[src/rtl/wb_select.sv]
// wb_select: write-back source mux with load extraction, one-entry
// valid/ready output register.
// Ports: clk, rst_n (async, active low); in_valid/in_ready upstream
// handshake; sel, src (NSRC*DW flattened), ld_size, ld_signed, addr_lo,
// in_rd, in_we from MEM; wb_valid/wb_ready downstream handshake;
// wb_data, wb_rd, wb_we registered results.
// Optional: define WB_SELECT_PERF_EN to add stall_cnt[31:0], a
// saturating count of cycles spent with wb_valid && !wb_ready.
module wb_select #(
  parameter int DW      = 32,
  parameter int NSRC    = 4,
  parameter int MEM_IDX = 1,
  localparam int SW = (NSRC > 1) ? $clog2(NSRC) : 1
) (
  input  logic             clk,
  input  logic             rst_n,
  input  logic             in_valid,
  output logic             in_ready,
  input  logic [SW-1:0]    sel,
  input  logic [NSRC*DW-1:0] src,
  input  logic [1:0]       ld_size,
  input  logic             ld_signed,
  input  logic [1:0]       addr_lo,
  input  logic [4:0]       in_rd,
  input  logic             in_we,
  output logic             wb_valid,
  input  logic             wb_ready,
  output logic [DW-1:0]    wb_data,
  output logic [4:0]       wb_rd,
  output logic             wb_we
`ifdef WB_SELECT_PERF_EN
  ,
  output logic [31:0]      stall_cnt
`endif
);

  logic [SW-1:0] idx;
  logic [DW-1:0] picked;
  logic [DW-1:0] nxt;
  logic [7:0]    byte_v;
  logic [15:0]   half_v;
  logic          is_mem;
  logic          xfer_in;

  assign in_ready = !wb_valid || wb_ready;
  assign xfer_in  = in_valid && in_ready;

  // Out-of-range selects fall back to the last source.
  always_comb begin
    idx = sel;
    if (int'(sel) >= NSRC) idx = SW'(NSRC - 1);
  end

  assign picked = src[int'(idx)*DW +: DW];
  assign is_mem = (int'(idx) == MEM_IDX);

  // Half-word lane uses addr_lo[1] only; a misaligned
  // halfword is silently treated as aligned.
  assign byte_v = picked[int'(addr_lo)*8 +: 8];
  assign half_v = picked[int'(addr_lo[1])*16 +: 16];

  always_comb begin
    nxt = picked;
    if (is_mem) begin
      unique case (1'b1)
        (ld_size == 2'b00):
          nxt = {{(DW-8){ld_signed & byte_v[7]}}, byte_v};
        (ld_size == 2'b01):
          nxt = {{(DW-16){ld_signed & half_v[15]}}, half_v};
        default:
          nxt = picked;
      endcase
    end
  end

  always_ff @(posedge clk or negedge rst_n) begin
    if (!rst_n) begin
      wb_valid <= 1'b0;
      wb_data  <= '0;
      wb_rd    <= '0;
      wb_we    <= 1'b0;
    end else if (xfer_in) begin
      wb_valid <= 1'b1;
      wb_data  <= nxt;
      wb_rd    <= in_rd;
      wb_we    <= in_we && (in_rd != 5'd0);
    end else if (wb_ready) begin
      wb_valid <= 1'b0;
    end
  end

`ifdef WB_SELECT_PERF_EN
  always_ff @(posedge clk or negedge rst_n) begin
    if (!rst_n) begin
      stall_cnt <= '0;
    end else if (wb_valid && !wb_ready
                 && stall_cnt != 32'hFFFF_FFFF) begin
      stall_cnt <= stall_cnt + 32'd1;
    end
  end
`endif

endmodule

[config.mk]
export PLATFORM = sky130hd
export DESIGN_NAME = wb_select
export DESIGN_NICKNAME = d
export VERILOG_FILES = /design/src/rtl/wb_select.sv
export SDC_FILE = /design/constraint.sdc
export NUM_CORES = 1
export LEC_CHECK = 0
export CAP_MARGIN = 5
export CORE_MARGIN = 2
export CORE_UTILIZATION = 34
export DETAILED_ROUTE_END_ITERATION = 10
export GPL_TIMING_DRIVEN = 0
export HOLD_SLACK_MARGIN = 0.06
export PLACE_DENSITY = 0.81
export REMOVE_ABC_BUFFERS = 1
export SLEW_MARGIN = 15
export SYNTH_ARGS = -nofsm -noshare
export SYNTH_HDL_FRONTEND = slang
export SYNTH_SLANG_ARGS = --single-unit
[constraint.sdc]
create_clock -name clk -period 1.4 [get_ports clk]
set_input_delay 0.42 -clock clk [delete_from_list [all_inputs] [get_ports clk]]
set_output_delay 0.42 -clock clk [all_outputs]
set_load 0.01 [all_outputs]
==> flow_summary_export.csv <==
group,metric,value,unit
final_layout,fillers,601,
die,dieArea,0.00935,mm2
drt,drtPass1Iterations,5,
sta,max_freq,0.548,GHz
pwr,peakVddDrop,424,uV
yosys,synth_top_area_frac,0.334,
hold_path,hold_class,"in2reg",
setup_path,critical_path_class,"in2reg",
sta,fin_skew,0.00904,ns
yosys,synth-seq-cells,39,
die,num_rows,33,
setup_path,reg2reg_setup_slack,-0.13,ns
yosys,synthSimpleGateAreaFrac,0.112,
pwr,p_per_area,755,mW/mm2
setup_path,startpoint,"sel[0]",
sta,worst_slew_pin_slew,0.425,ns
global_routing,antenna_found_initial,0,
place,dp.cells,521,
drt,route.detailed.drc,0,
cts,h-tree-depth,2,
yosys,synthCells,249,
setup_path,r2r-end,"wb_data[23]",
cts,cts.reportedPaths.clkPinSlew,0.08,ns
yosys,synthMuxAreaShare,0.295,
final_layout,multiInputGateArea,0.00204,mm2
final_layout,insertedDiodeCount,0,
yosys,synth-compound-area-share,0.193,
die,core_area,0.00826,mm2
global_routing,grt_pass1_vias,3252,
yosys,synth_xor_area_frac,0,
setup_path,r2r_start,"wb_valid",
sta,fin_ws,-0.426,ns
place,routabilityCongestion,0.885,
setup_path,cpMaxStageDelayCell,"a31oi_4",
yosys,synth.distinct_cells,40,
cts,cts_buffer_depth,2,
setup_path,arrival,2.06,ns
setup_path,rr_worst_depth,7,
setup_path,cp_slowest_stage_delay,0.29,ns
setup_path,crit_path_max_fanout,14,
die,ios,185,
final_layout,area_delta_synth_final,92.6,%
yosys,seq_area_frac_synth,0.334,
die,start_util,0.354,
yosys,synth_top_family_by_area,"multiplexers",
setup_path,crit_required,1.63,ns
cts,cts_tree,"done",
run_status,status,"complete, but fails checks",
pwr,p_leak,2.42,nW
sta,grt_setup_unrepaired,"yes",
global_routing,grt_use_total,0.235,
cts,numCtsBuffers,5,
die,fp.dieW,96.7,um
final_layout,layout_common_cells,"99 x clkdlybuf4s50_1, 39 x dfrtp_1, 36 x clkdlybuf4s15_1",
die,die_h,96.7,um
yosys,syn_avg_cell_area,11.7,um2
yosys,syn_area,0.00292,mm2
drt,vias,3272,
place,dp_hpwl,8140,um
final_layout,post-route-util,0.682,
drt,wl_per_cell,21.1,um
final_layout,regArea,976,um2
sta,finalMaxSlewViolations,0,
final_layout,instances_no_fill,572,
global_routing,grt_start_max_net_pins,33,
setup_path,cp-start-kind,"input port",
yosys,synthTopCellsByArea,"dfrtp_1 33%, mux4_2 22%, mux2i_1 4.8%",
final_layout,final_layout_size_suffix_gt1_frac,0.338,
place,numPortBuffers,184,
sta,hold_violations,0,
global_routing,overflow,0,
yosys,synth_fa_ha_area_frac,0,
job,drv_cap,0,
place,dp_worst_setup_slack,-1.79,ns
sta,tns,-11.05,ns
yosys,synth_warnings,0,
final_layout,final_nets,611,
yosys,yosysTopAreaCell,"dfrtp_1",
sta,period_needed,1.83,ns
cts,insertion_delay,0.30,ns
sta,post-route-period-util,1.30,
drt,routed_wl,12100,um
cts,cts_root_buf,"clkbuf_8",
drt,antenna_left,0,
drt,vias_per_cell,5.72,
pwr,total_power,0.00425,W
sta,timing.slew.headroom,0.717,
setup_path,end_kind,"flip-flop",
setup_path,crit_chain,"buf_16 > buf_4 > buf_12 > and2b_2 > a22oi_2 > nand3_2 > a31oi_4 > clkbuf_16 > a221o_1",
setup_path,crit_end,"wb_data[23]",
cts,cts_sinks,39,
global_routing,grt_pass1_wl,17600,um
run_status,violations,"setup timing",
drt,drt_iter0_drc,208,
sta,setup-violations-final,33,
final_layout,layout_commonest_cell,"clkdlybuf4s50_1",
critical path, delay by kind of cell:
kind | cells | cell delay, ns
compound gates | 3 | 0.64
buf+inv | 4 | 0.56
simple gates | 2 | 0.43
where the power goes:
| group | total, W | internal [W] | switching, W |
|---|---|---|---|
| Sequential | 0.00142 | 0.00131 | 0.000109 |
| Combinational | 0.00187 | 0.00109 | 0.000778 |
| Clock | 0.000959 | 0.000531 | 0.000428 |
cell usage after synthesis, drive strengths merged:
| cell type | count |
|---|---|
| o22ai | 10 |
| a21oi | 15 |
| nor3 | 3 |
| a22oi | 15 |
| nand2 | 30 |
| nand4 | 1 |
| and2b | 1 |
| a31oi | 9 |
| a221o | 16 |
| mux2 | 6 |
| a2111oi | 2 |
| buf | 15 |
| nand3 | 5 |
| a21bo | 1 |
| nor2b | 1 |
| mux4 | 29 |
| inv | 3 |
| nor3b | 1 |
| nor4b | 1 |
| nor2 | 16 |
| or4 | 1 |
| nand2b | 3 |
| o211a | 1 |
| dlygate4sd1 | 2 |
| clkbuf | 3 |
| and2 | 1 |
| mux2i | 14 |
| o21ai | 3 |
| and4 | 2 |
| dfrtp | 39 |
per-layer routing:
layer	routed length (um)	vias up	global-route usage
met5	0	-	0
met2	6450	202	0.431
met4	340	0	0.0607
li1	-	1442	-
met1	4420	1597	0.277
met3	879	31	0.0513
timing repair:
action / 4_1_cts / 5_1_grt
hold endpoints to repair: 12 / 0
hold buffers: 1 / 0
endpoints found under the setup margin: 78 / 67
pin swaps: 14 / 10
gates resized for setup: 137 / 105
buffers inserted: 21 / 17
cloned: 4 / 0
worst min path at each step:
stage | from | end | slack, ns | cells after the start
2_1_floorplan | rst_n | wb_data[0] | 0.12 | 0
3_3_place_gp | wb_rd[4] | wb_rd[4] | 0.46 | 2
3_5_place_dp | rst_n | wb_rd[1] | 0.33 | 1
4_1_cts | wb_rd[4] | wb_rd[4] | 0.48 | 2
5_1_grt | in_rd[0] | wb_rd[0] | 0.39 | 3
6_report | in_rd[0] | wb_rd[0] | 0.36 | 3
registers in the layout, indices dropped and copies added, names as in the netlist:
| name | flops |
|---|---|
| wb_valid | 1 |
| wb_data | 32 |
| wb_we | 1 |
| wb_rd | 5 |
cells by family after synthesis:
family          count (synthesis)
compound gates                 72
simple gates                   66
mux                            49
flops                          39
buf+inv                        23
layout make-up:
class / instances / share of cell area
timing repair buffer: 229 / 0.419
multi-input combinational: 188 / 0.362
sequential: 39 / 0.173
tap: 105 / 0.0233
clock buffer: 5 / 0.0122
clock inverter: 3 / 0.00778
inverter: 3 / 0.00200
stage by stage:
stage | area [um2] | hold WS, ns
2_1_floorplan | 2740 | 0.124
3_3_place_gp | 4710 | 0.457
3_5_place_dp | 4770 | 0.333
4_1_cts | 5230 | 0.479
5_1_grt | 5630 | 0.390
6_report | 5630 | 0.364
No activity file was read; power rests on OpenSTA's default activity.
